[config.mk]
export PLATFORM = sky130hd
export DESIGN_NAME = sseg_capture
export DESIGN_NICKNAME = d
export VERILOG_FILES = /design/src/rtl/sseg_pkg.sv /design/src/rtl/sseg_pattern_decode.sv /design/src/rtl/sseg_capture.sv
export SDC_FILE = /design/constraint.sdc
export NUM_CORES = 1
export LEC_CHECK = 0
export ABC_AREA = 0
export BUFFER_PORTS_ARGS = -buffer_cell sky130_fd_sc_hd__buf_2
export CAP_MARGIN = 20
export CORE_UTILIZATION = 54
export DETAILED_ROUTE_END_ITERATION = 7
export PLACE_DENSITY = 0.82
export SLEW_MARGIN = 20
export SYNTH_ARGS = -nofsm -noshare
export SYNTH_HDL_FRONTEND = slang
export SYNTH_SLANG_ARGS = --single-unit
[constraint.sdc]
create_clock -name clk -period 2.8 [get_ports clk]
set_input_delay 0.14 -clock clk [delete_from_list [all_inputs] [get_ports clk]]
set_output_delay 0.14 -clock clk [all_outputs]
set_load 0.005 [all_outputs]
[src/rtl/sseg_pkg.sv]
// sseg_pkg: segment patterns, anode indices and FSM states for the seven-segment capture block
package sseg_pkg;
  localparam int ONE      = 0;
  localparam int TEN      = 1;
  localparam int HUNNID   = 2;
  localparam int THOUSAND = 3;
  // active-high gfedcba patterns for hex digits, entry i encodes value i
  localparam logic [15:0][6:0] SEG_PAT = {
    7'h71, 7'h79, 7'h5E, 7'h39, 7'h7C, 7'h77, 7'h6F, 7'h7F,
    7'h07, 7'h7D, 7'h6D, 7'h66, 7'h4F, 7'h5B, 7'h06, 7'h3F
  };
  typedef enum logic {SETTLING, HELD} state_e;
endpackage

[src/rtl/sseg_pattern_decode.sv]
// sseg_pattern_decode: active-low cathodes back to a hex value, flagging unknown patterns
module sseg_pattern_decode
  import sseg_pkg::*;
(
  input  logic [6:0] cat_i,
  output logic [3:0] value_o,
  output logic       err_o
);
  // search the segment table; no hit leaves value 0 with err set
  always_comb begin
    value_o = 4'd0;
    err_o   = 1'b1;
    for (int i = 0; i < 16; i++)
      if (~cat_i == SEG_PAT[i]) begin
        value_o = 4'(i);
        err_o   = 1'b0;
      end
  end
endmodule

[src/rtl/sseg_capture.sv]
// sseg_capture: reads back a scanned four-digit seven-segment display into decoded frames
module sseg_capture
  import sseg_pkg::*;
#(
  parameter int SETTLE_CYCLES  = 1000,
  parameter int TIMEOUT_CYCLES = 2000000
) (
  input  logic       clk,
  input  logic       rst,
  input  logic [3:0] seg_an,
  input  logic [6:0] seg_cat,
  output logic [3:0] one,
  output logic [3:0] ten,
  output logic [3:0] hunnid,
  output logic [3:0] thousand,
  output logic [3:0] digit_err,
  output logic       frame_valid,
  output logic       stale
);
  localparam int CW = $clog2(SETTLE_CYCLES + 1);
  localparam int TW = $clog2(TIMEOUT_CYCLES + 1);
  logic [10:0] sync1_q, sync2_q, prev_q;
  logic [CW-1:0] dwell_q, dwell_d;
  logic [TW-1:0] idle_q, idle_d;
  logic [3:0] seen_q, seen_d;
  logic stale_q, stale_d;
  state_e state_q;
  logic [3:0][3:0] stg_val_q, val_q;
  logic [3:0] stg_err_q, err_q;
  logic fv_q;
  logic match, at_limit, accept, publish, timeout;
  logic [3:0] dec_val;
  logic dec_err;

  sseg_pattern_decode u_dec (
    .cat_i   (sync2_q[6:0]),
    .value_o (dec_val),
    .err_o   (dec_err)
  );

  assign match    = sync2_q == prev_q;
  assign at_limit = match && dwell_q == CW'(SETTLE_CYCLES - 1);
  assign accept   = state_q == SETTLING && at_limit && $onehot(~sync2_q[10:7]);
  assign publish  = seen_q == 4'hF;
  assign timeout  = !accept && idle_q == TW'(TIMEOUT_CYCLES - 1);
  assign dwell_d  = !match ? '0 : dwell_q == CW'(SETTLE_CYCLES) ? dwell_q : dwell_q + 1'b1;
  assign idle_d   = accept ? '0 : idle_q == TW'(TIMEOUT_CYCLES) ? idle_q : idle_q + 1'b1;
  assign seen_d   = (publish || timeout ? 4'h0 : seen_q) | (accept ? ~sync2_q[10:7] : 4'h0);
  assign stale_d  = publish ? 1'b0 : timeout ? 1'b1 : stale_q;

  // synchronize pins, time the dwell and idle periods, track which digits arrived
  always_ff @(posedge clk or posedge rst)
    if (rst) begin
      sync1_q <= '1;
      sync2_q <= '1;
      prev_q  <= '1;
      dwell_q <= '0;
      idle_q  <= '0;
      seen_q  <= '0;
      stale_q <= 1'b0;
    end else begin
      sync1_q <= {seg_an, seg_cat};
      sync2_q <= sync1_q;
      prev_q  <= sync2_q;
      dwell_q <= dwell_d;
      idle_q  <= idle_d;
      seen_q  <= seen_d;
      stale_q <= stale_d;
    end

  // SETTLING until the dwell limit is hit, then HELD until the pattern changes
  always_ff @(posedge clk or posedge rst)
    if (rst) state_q <= SETTLING;
    else state_q <= state_q == SETTLING ? (at_limit ? HELD : SETTLING) : (match ? HELD : SETTLING);

  // stage accepted digits and copy the staging out when a frame completes
  always_ff @(posedge clk or posedge rst)
    if (rst) begin
      stg_val_q <= '0;
      stg_err_q <= '0;
      val_q     <= '0;
      err_q     <= '0;
      fv_q      <= 1'b0;
    end else begin
      fv_q <= publish;
      if (publish) begin
        val_q <= stg_val_q;
        err_q <= stg_err_q;
      end
      for (int i = 0; i < 4; i++)
        if (accept && !sync2_q[7 + i]) begin
          stg_val_q[i] <= dec_val;
          stg_err_q[i] <= dec_err;
        end
    end

  assign one         = val_q[ONE];
  assign ten         = val_q[TEN];
  assign hunnid      = val_q[HUNNID];
  assign thousand    = val_q[THOUSAND];
  assign digit_err   = err_q;
  assign frame_valid = fv_q;
  assign stale       = stale_q;
endmodule

==> run metrics, run 1 <==
status=finished, violations left; failing checks=setup timing; VDD IR-drop max=0.2682 mV; DR vias/cell=approximately 5.5; dpl hpwl=5.646 mm; WP data arrival=~3.2 ns; Clk Latency, worst-skew pair=approximately 0.37 ns; clock buffer depth=2; Residual DRC=0; Post-layout nets=approximately 510; post-synth cell types=between 40 and 50; hold crit path type=flop to flop; maximum clock frequency=333.7 MHz; CTS tree=done; vias in the first global route=between 3,000 and 4,000; register bit total from synthesis=111; sequential fraction of the synthesis area=between 50% and 60%; Design Area, Final=5697 um^2; # diodes=0; Final Hold Vio Count=0; max cap viols=0; Finished Core Util=68.30%; IO Count=35; Num CTS Buffers=9; Worst Skew=0.01435 ns; Slew HR=between 50% and 60%; Setup WS post-layout=-0.1969 ns; Post-DP Area=5075 um^2; via count=3,282; Die X=95.70 um; Tcrit/Tclk final=107.0%; Pre-antenna DRT Iters=5; synth warn=0; crit-path max FO=6; Die Height=~96 um; All-Layer GR Usage=22.02%; syn avg cell area=between 10 and 15 um^2; fraction of layout cells with a size suffix above 1=27.29%; final setup violation count=46; LEAKAGE=2.550 nW; crit path launch type=flop; area share of the largest cell type after synthesis=41.17%; DR WL/cell=~15 um; Syn Nets=449; final critical-path required period=around 3 ns; Core Box Area=roughly 8300 um^2; crit path kind=flop to flop; top-count cell post-synth=dfrtp_1; Clk pin slew, worst setup/hold paths=0.10 ns; R2R setup slack=-0.20 ns; H-Tree Depth=3; Largest stage delay, worst path=0.56 ns; IO Port Bufs=34; routability cong.=0.8559; Slew Viols, Final=0; clock tree sinks=111; largest net degree at the start of global routing=72; Mapped Cells=429; unrepaired setup endpoints after global routing=yes; PwrDens=about 490 nW/um^2; buffer type at the clock tree root=clkbuf_8; crit path cell chain=fa_1 > inv_1 > ha_2 > ha_4 > or3b_1 > or4_4 > nor4_4 > buf_4 > nand2_8 > mux2i_1; Top FF cell, synth=dfrtp_1; P&R area growth vs syn=20.16%; Critical Path RT=about 3 ns; async set-reset flop share out of synthesis=100.0%; Least-Margin Pin Slew=approximately 0.61 ns; DR iter-0 viols=roughly 150; initial antenna violation count=0; Synth area leader=dfrtp_1; Setup TNS=-5.896 ns; nature of the critical path endpoint=flop; Layout fillers=around 610; total global routing overflow=0; Routed WL=9.196 mm; Die Area=9158 um^2; Initial Utilization=56.84%; CP max-delay cell=dfstp_2; std cell rows=33; Routed Antenna Nets=0; top post-synthesis cells by area=dfrtp_1, dfstp_2, mux2i_1; Post-synth EDFFs=0; pre-CTS setup slack=-0.1770 ns; first-pass GRT wire length=about 15 mm; top cells by count, synth=dfrtp_1, nand2_1, dfstp_2, inv_1, nor2_1; final hold slack=about 0.36 ns; cell area after technology mapping=4741 um^2
state kept, by name, summed over array words and instances (netlist names), 4 cells and up:
name and flops:
thousand 4, sync2_q 11, digit_err 4, seen_q 4, stg_err_q 4, hunnid 4
prev_q 11, sync1_q 11, ten 4, dwell_q 10, stg_val_q 16, idle_q 21
one 4
worst max-delay path, delay by kind of cell (launching register included):
family        cells  cell delay (ns)
fa+ha+maj         3             0.78
simple gates      4             1.14
flops             1             0.56
buf+inv           2             0.27
mux               1             0.13
per-stage QoR:
step	total power [mW]	std cells
floorplan	1.767	429
global placement	1.801	561
detailed placement	1.808	561
CTS	2.792	595
global route	2.880	596
finish	2.771	596
where the power goes:
part           switching (mW)  leakage, nW  internal (mW)
clock                   0.552       0.0998          0.425
combinational          0.0669         1.03         0.0529
sequential             0.0271         1.42           1.65
path summary, 6_finish.rpt:
| check | from | depth (start not counted) | endpoint |
|---|---|---|---|
| max | sync2_q[8]$_DFF_PP1_ | 10 | stg_val_q[10]$_DFFE_PP0P_ |
| min | sync1_q[4]$_DFF_PP1_ | 0 | sync2_q[4]$_DFF_PP1_ |
| max reg2reg | sync2_q[8]$_DFF_PP1_ | 10 | stg_val_q[10]$_DFFE_PP0P_ |
| min reg2reg | sync1_q[4]$_DFF_PP1_ | 0 | sync2_q[4]$_DFF_PP1_ |
| max in group asynchronous | rst | 4 | prev_q[7]$_DFF_PP1_ |
| min in group asynchronous | rst | 3 | idle_q[8]$_DFFE_PP0P_ |
cells by family after synthesis:
| kind of cell | count (synthesis) | synth area share (%) |
|---|---|---|
| buffers and inverters | 51 | 4.196 |
| adder cells (fa/ha/maj) | 7 | 2.006 |
| multiplexers | 22 | 4.645 |
| flip-flops | 111 | 59.46 |
| AND/OR/NAND/NOR | 155 | 17.66 |
| AO/OA/AOI/OAI | 48 | 5.569 |
| XOR/XNOR | 35 | 6.466 |
area by class of cell:
cell class              count  area [um^2]  area share, %
multi-input cells         267         1916          33.63
repair buffers             64        500.5          8.785
well taps                 105        131.4          2.306
flip-flops and latches    111         2819          49.48
clock inverters             7        78.83          1.384
inverters                  33        127.6          2.240
clock buffers               9        123.9          2.174
cell usage in the layout (no fill, tap or decap), types with 3 or more instances in the layout:
| cell type | instances |
|---|---|
| xor2_1 | 17 |
| dfrtp_1 | 78 |
| inv_1 | 32 |
| nand2_1 | 40 |
| and3_1 | 4 |
| a21oi_1 | 5 |
| xnor2_1 | 18 |
| or3_1 | 13 |
| nor3_1 | 12 |
| dlygate4sd3_1 | 12 |
| nand2b_1 | 6 |
| a21oi_2 | 4 |
| o21ai_0 | 25 |
| nor4bb_1 | 3 |
| clkbuf_8 | 9 |
| buf_2 | 34 |
| buf_12 | 3 |
| nand3_1 | 15 |
| buf_4 | 7 |
| ha_1 | 4 |
| buf_6 | 6 |
| and4_1 | 3 |
| nand4_1 | 10 |
| mux2i_1 | 22 |
| dfstp_2 | 33 |
| nor2_4 | 15 |
| nor2_1 | 14 |
| a211oi_1 | 3 |
metal layers:
metal,vias up,wire length (um),global-route usage [%]
met3,23,287,3.318
met2,85,4616,36.55
li1,1556,-,-
met4,0,223,9.826
met1,1618,4070,28.74
met5,-,0,0
what timing repair did:
action	in CTS	in global routing
buffers inserted	3	3
hold buffers	12	0
endpoints found under the hold margin	19	0
resized for setup	19	46
endpoints found under the setup margin	46	46
pin swaps	3	17
cloned	3	0
Power figures use the tool's default switching activity.
==> inputs of run 2 (changes only) <==
--- a/config.mk
+++ b/config.mk
@@ -8,9 +8,11 @@
 export ABC_AREA = 0
 export BUFFER_PORTS_ARGS = -buffer_cell sky130_fd_sc_hd__buf_2
 export CAP_MARGIN = 20
-export CORE_UTILIZATION = 54
+export CELL_PAD_IN_SITES_DETAIL_PLACEMENT = 0
+export CELL_PAD_IN_SITES_GLOBAL_PLACEMENT = 2
+export CORE_UTILIZATION = 36
 export DETAILED_ROUTE_END_ITERATION = 7
-export PLACE_DENSITY = 0.82
+export PLACE_DENSITY = 0.81
 export SLEW_MARGIN = 20
 export SYNTH_ARGS = -nofsm -noshare
 export SYNTH_HDL_FRONTEND = slang
==> run 2 against run 1 <==
- sequential cell count unchanged
- clock power grew 36%
- register-to-register slack worse by 0.05 ns
- power is 13% higher
- die area grew 49%
- final area increased by 0.94%
- via count shrank 4.6%
- non-clock buffer count is 4 lower
- combinational power is essentially flat
- the run still ends with setup timing left
- sequential power is essentially flat
- cell count is 11% higher
- critical path type unchanged
- highest routed layer unchanged
- routed wire length decreased by 1.3%
==> run metrics, run 2 (synthesis results as in run 1) <==
status=finished, violations left; failing checks=setup timing; P&R area growth vs syn=21.30%; most common cell after layout, fill and taps aside=dfrtp_1; final hold slack=0.3564 ns (-0.003040 ns); Initial Utilization=37.26% (-20 points); Tot Pwr=3.123 mW (+13%); Int Power=2.413 mW (+14%); VDD IR-drop max=0.3103 mV (+16%); DR WL/cell=13.78 um (-11%); Clk pwr share=42.6% (+7.3 points); Post-DP Area=5151 um^2 (+1.5%); Largest stage delay, worst path=0.55 ns (about the same); Layout fillers=1,234 (+100%); Reg2Reg Depth=10 (unchanged); buffer type at the clock tree root=clkbuf_16; dpl hpwl=5.983 mm (+6.0%); Clk Latency, worst-skew pair=0.35 ns (-0.02 ns); top flop regs=idle_q x21, stg_val_q x16; largest net degree at the start of global routing=48 (-33%); CTS tree=done; clock buffer depth=2 (unchanged); combinational share of power=3.8% (-0.5 points); Min-Delay Path Depth=0 (unchanged); Biggest register=idle_q; fraction of layout cells with a size suffix above 1=24.85% (-2.4 points); crit path kind=flop to flop; Residual DRC=0 (unchanged); final critical-path required period=3.046 ns (+0.04901 ns); Routed Antenna Nets=0 (unchanged); std cell rows=41 (+24%); # diodes=0 (unchanged); Pre-antenna DRT Iters=4 (-1); max cap viols=0 (unchanged); final setup violation count=46 (unchanged); All-Layer GR Usage=14.82% (-7.2 points); Setup WS post-layout=-0.2459 ns (-0.04901 ns); Routed WL=9.080 mm (-1.3%); Die Area=13,630 um^2 (+49%); unrepaired setup endpoints after global routing=yes; H-Tree Depth=3 (unchanged); max reg flops=21 (unchanged); routability cong.=0.7540 (-12%); nature of the critical path endpoint=flop; Slew Viols, Final=0 (unchanged); CP max-delay cell=dfstp_2; DR vias/cell=4.753 (-14%); most frequent cells in the layout=dfrtp_1, nand2_1, buf_2, dfstp_2, inv_1; Finished Core Util=45.20% (-23 points); total global routing overflow=0 (unchanged); Final Hold Vio Count=0 (unchanged); pre-CTS setup slack=-0.2460 ns (-0.06897 ns); crit path cell chain=fa_1 > inv_1 > ha_2 > ha_4 > or3b_1 > or4_4 > nor4_4 > buf_4 > nand2b_4 > mux2i_1; IO Count=35 (unchanged); Die Height=116.8 um (+22%); Critical Path RT=3.00 ns (-0.03 ns); Worst Skew=0.01046 ns (-0.003888 ns); switching power total=710.4 uW (+10%); crit-path max FO=6 (unchanged); Num CTS Buffers=9 (unchanged); area of the multi-input gates=1817 um^2 (-5.2%); register share of total power=53.6% (-6.8 points); via count=3,132 (-4.6%); clock tree sinks=111 (unchanged); first-pass GRT wire length=15.43 mm (+0.76%); PwrDens=543.1 nW/um^2 (+12%); Post-layout nets=502 (-0.79%); Least-Margin Pin Slew=0.9197 ns (+0.3120 ns); Sw Share=22.75% (-0.56 points); Design Area, Final=5751 um^2 (+0.94%); WP data arrival=3.24 ns (about the same); Tcrit/Tclk final=108.8% (+1.8 points); crit path launch type=flop; hold crit path type=flop to flop; Slew HR=38.56% (-21 points); Core Box Area=12,720 um^2 (+53%); LEAKAGE=2.587 nW (+1.5%); initial antenna violation count=0 (unchanged); IO Port Bufs=34 (unchanged); area taken by flip-flops and latches=2819 um^2 (unchanged); DR iter-0 viols=164 (+10%); maximum clock frequency=328.3 MHz (-1.6%); Clk pin slew, worst setup/hold paths=0.08 ns (-0.02 ns); vias in the first global route=3,158 (-3.5%); Die X=116.8 um (+22%)
-- run 2: changes by cell type in the layout (fill, tap and decap cells not counted), moves of 2 or more --
cell | before | now
buf_6 | 6 | 3
clkbuf_16 | 0 | 10
clkbuf_8 | 9 | 0
nor2_1 | 14 | 25
nor2_2 | 2 | 4
nor2_4 | 15 | 2
-- run 2: worst max-delay path: cells and delay by family, from the launching register on --
family / cells / cell delay, ns
fa+ha+maj: 3 / 0.78
buf+inv: 2 / 0.25
flops: 1 / 0.55
mux: 1 / 0.13
simple gates: 4 / 1.17
-- run 2: repair_timing --
action                                 in CTS  in global routing
pin swaps                                   0                  6
gates cloned                                1                  1
hold buffers                               12                  0
setup endpoints to repair                  46                 46
gates resized for setup                    17                 17
endpoints found under the hold margin      19                  0
buffers inserted                            3                  0
-- run 2: final cells by class --
class	count	area share (%)
Tap cell	172	3.742
Clock buffer	9	3.916
Timing Repair Buffer	60	7.942
Multi-Input combinational cell	267	31.59
Clock inverter	7	1.567
Sequential cell	111	49.02
Inverter	33	2.219
-- run 2: power by group through the flow --
stage | Combinational (mW) | Clock (mW) | Sequential (mW)
floorplan | 0.0802 | 0 | 1.69
detailed placement | 0.106 | 0 | 1.70
finish | 0.120 | 1.33 | 1.67
CTS | 0.120 | 1.36 | 1.68
global placement | 0.105 | 0 | 1.70
global route | 0.138 | 1.42 | 1.68
-- run 2: final timing paths --
path	start	endpoint	slack, ns
setup / recovery	sync2_q[8]$_DFF_PP1_	stg_val_q[14]$_DFFE_PP0P_	-0.25
hold / removal	sync1_q[6]$_DFF_PP1_	sync2_q[6]$_DFF_PP1_	0.36
setup reg to reg	sync2_q[8]$_DFF_PP1_	stg_val_q[14]$_DFFE_PP0P_	-0.25
hold reg to reg	sync1_q[6]$_DFF_PP1_	sync2_q[6]$_DFF_PP1_	0.36
max in group asynchronous	rst	one[1]$_DFFE_PP0P_	1.47
min in group asynchronous	rst	dwell_q[3]$_DFFE_PP0P_	0.54
-- run 2: per-layer routing --
metal | up-vias | part of all wire (%) | GRT usage, %
li1 | 1548 | - | -
met1 | 1529 | 48 | 19.73
met2 | 46 | 48 | 24.06
met3 | 9 | 2.7 | 3.114
met4 | 0 | 1.3 | 5.063
met5 | - | 0 | 0
-- run 2: per-stage QoR --
| stage | instances | setup TNS [ns] |
|---|---|---|
| 4_1_cts | 659 | -6.300 |
| 5_1_grt | 659 | -12.99 |
| 6_report | 659 | -8.334 |
| 3_5_place_dp | 627 | -6.302 |
| 2_1_floorplan | 429 | -0.9477 |
| 3_3_place_gp | 627 | -4.603 |
==> inputs of run 3 (changes only) <==
--- a/config.mk
+++ b/config.mk
@@ -10,10 +10,10 @@
 export CAP_MARGIN = 20
 export CELL_PAD_IN_SITES_DETAIL_PLACEMENT = 0
 export CELL_PAD_IN_SITES_GLOBAL_PLACEMENT = 2
+export CORE_ASPECT_RATIO = 1.2
 export CORE_UTILIZATION = 36
 export DETAILED_ROUTE_END_ITERATION = 7
-export PLACE_DENSITY = 0.81
-export SLEW_MARGIN = 20
+export PLACE_DENSITY = 0.8
 export SYNTH_ARGS = -nofsm -noshare
 export SYNTH_HDL_FRONTEND = slang
 export SYNTH_SLANG_ARGS = --single-unit
==> run 3 against run 2 <==
- routed wire length up 1.8%
- the run still ends with setup timing left
- worst setup slack improved by 0.032 ns
- global-route usage decreased by 0.55 points
- register-to-register slack better by 0.03 ns
- power is 0.92% lower
- clock power about the same
- sequential cell count unchanged
- utilization up 0.93 points
==> run metrics, run 3 (synthesis results as in run 1) <==
status=finished, violations left; failing checks=setup timing; Slew Viols, Final=0 (unchanged); CTS tree=done; final setup violation count=46 (unchanged); nature of the critical path endpoint=flop; Post-DP Area=5169 um^2 (+0.34%); Residual DRC=0 (unchanged); Clk pin slew, worst setup/hold paths=0.07 ns (about the same); Num CTS Buffers=9 (unchanged); max cap viols=0 (unchanged); P&R area growth vs syn=23.81%; final critical-path required period=3.014 ns (-0.03189 ns); Routed WL=9.241 mm (+1.8%); Final Hold Vio Count=0 (unchanged); Core Box Area=12,720 um^2 (about the same); maximum clock frequency=331.8 MHz (+1.1%); fraction of layout cells with a size suffix above 1=27.29% (+2.4 points); Slew HR=44.15% (+5.6 points); via count=3,138 (+0.19%); initial antenna violation count=0 (unchanged); Tot Pwr=3.094 mW (-0.92%); Die Height=127.7 um (+9.4%); # diodes=0 (unchanged); total global routing overflow=0 (unchanged); dpl hpwl=6.162 mm (+3.0%); clock tree sinks=111 (unchanged); All-Layer GR Usage=14.27% (-0.55 points); IO Count=35 (unchanged); VDD IR-drop max=0.2991 mV (-3.6%); top flop regs=idle_q x21, stg_val_q x16; pre-CTS setup slack=-0.1816 ns (+0.06431 ns); routability cong.=0.7294 (-3.3%); Clk Latency, worst-skew pair=0.34 ns (about the same); H-Tree Depth=3 (unchanged); DR iter-0 viols=210 (+28%); buffer type at the clock tree root=clkbuf_16; crit path kind=flop to flop; Layout fillers=1,213 (-1.7%); clock buffer depth=2 (unchanged); WP data arrival=3.20 ns (-0.04 ns); LEAKAGE=2.611 nW (+0.95%); Die X=106.8 um (-8.6%); max reg flops=21 (unchanged); Initial Utilization=37.26% (about the same); Critical Path RT=2.99 ns (about the same); largest net degree at the start of global routing=42 (-13%); Least-Margin Pin Slew=0.8360 ns (-0.08363 ns); vias in the first global route=3,112 (-1.5%); IO Port Bufs=34 (unchanged); DR vias/cell=4.791 (+0.80%); DR WL/cell=14.11 um (+2.4%); Die Area=13,630 um^2 (about the same); most common cell after layout, fill and taps aside=dfrtp_1; Pre-antenna DRT Iters=4 (unchanged); hold crit path type=flop to flop; Design Area, Final=5869 um^2 (+2.1%); Routed Antenna Nets=0 (unchanged); Tcrit/Tclk final=107.6% (-1.1 points); area of the multi-input gates=1883 um^2 (+3.7%); crit path launch type=flop; Setup TNS=-5.984 ns (+2.351 ns); first-pass GRT wire length=15.34 mm (-0.58%); most frequent cells in the layout=dfrtp_1, nand2_1, buf_2, dfstp_2, inv_1; Worst Skew=0.009922 ns (-0.0005410 ns); std cell rows=45 (+9.8%); crit-path max FO=6 (unchanged); PwrDens=527.2 nW/um^2 (-2.9%); Post-layout nets=506 (+0.80%); Setup WS post-layout=-0.2140 ns (+0.03189 ns); Biggest register=idle_q; unrepaired setup endpoints after global routing=yes; area taken by flip-flops and latches=2819 um^2 (unchanged)
## run 3: changes by cell type in the layout (fill, tap and decap cells not counted), moves of 2 or more
cell and change:
nor2_4 +6, nor2_1 -9, inv_6 +2, buf_12 +2
clkinvlp_4 -2, o21ai_2 +2, buf_6 +3, nor2_2 +3
## run 3: layer usage
layer	share of wire, %	track usage (%)	vias to the layer above	wire length [um]
li1	-	-	1559	-
met1	46	18.82	1528	4295
met2	50	23.19	42	4616
met3	2.3	2.898	9	216
met4	1.2	5.318	0	113
met5	0	0	-	0
## run 3: metrics by stage
stage / util [%] / std cells / hold slack (ns)
2_1_floorplan: - / 429 / 0.1445
3_3_place_gp: 40.62 / 621 / 0.2466
3_5_place_dp: 40.62 / 621 / 0.2462
4_1_cts: 44.33 / 650 / 0.3577
5_1_grt: 46.13 / 655 / 0.3605
6_report: 46.13 / 655 / 0.3560
## run 3: worst paths after layout
| check | cells after the start | endpoint | slack (ns) | startpoint |
|---|---|---|---|---|
| max in group asynchronous | 4 | prev_q[7]$_DFF_PP1_ | 1.58 | rst |
| worst max-delay path | 11 | stg_val_q[6]$_DFFE_PP0P_ | -0.21 | sync2_q[8]$_DFF_PP1_ |
| worst max register to register | 11 | stg_val_q[6]$_DFFE_PP0P_ | -0.21 | sync2_q[8]$_DFF_PP1_ |
| min in group asynchronous | 3 | state_q$_DFF_PP0_ | 0.51 | rst |
| worst min register to register | 0 | sync2_q[4]$_DFF_PP1_ | 0.36 | sync1_q[4]$_DFF_PP1_ |
| worst min-delay path | 0 | sync2_q[4]$_DFF_PP1_ | 0.36 | sync1_q[4]$_DFF_PP1_ |
## run 3: where the power goes
part	leakage, nW	internal [mW]	switching (mW)	total, mW
registers	1.42	1.65	0.0269	1.67
clock network	0.150	0.706	0.591	1.30
logic	1.04	0.0559	0.0679	0.124
## run 3: final cells by class
class | count | share of cell area, %
clock buffers | 9 | 3.837
multi-input cells | 267 | 32.08
inverters | 33 | 2.174
repair buffers | 64 | 9.081
flip-flops and latches | 111 | 48.03
clock inverters | 7 | 1.300
well taps | 164 | 3.496
## run 3: worst max-delay path, stage by stage, from the launching register on
cell,delay [ns]
dfstp_2,0.54
fa_1,0.41
inv_1,0.07
ha_2,0.18
ha_4,0.19
or3b_1,0.38
or4_4,0.46
nor4_4,0.16
buf_6,0.15
nand2b_1,0.06
buf_6,0.14
mux2i_1,0.12
## run 3: repair_timing
action,in CTS,in global routing
gates cloned,0,3
pin swaps,1,15
hold endpoints to repair,34,0
gates resized for setup,12,37
hold buffers,12,0
setup endpoints to repair,46,46
setup buffers,1,2
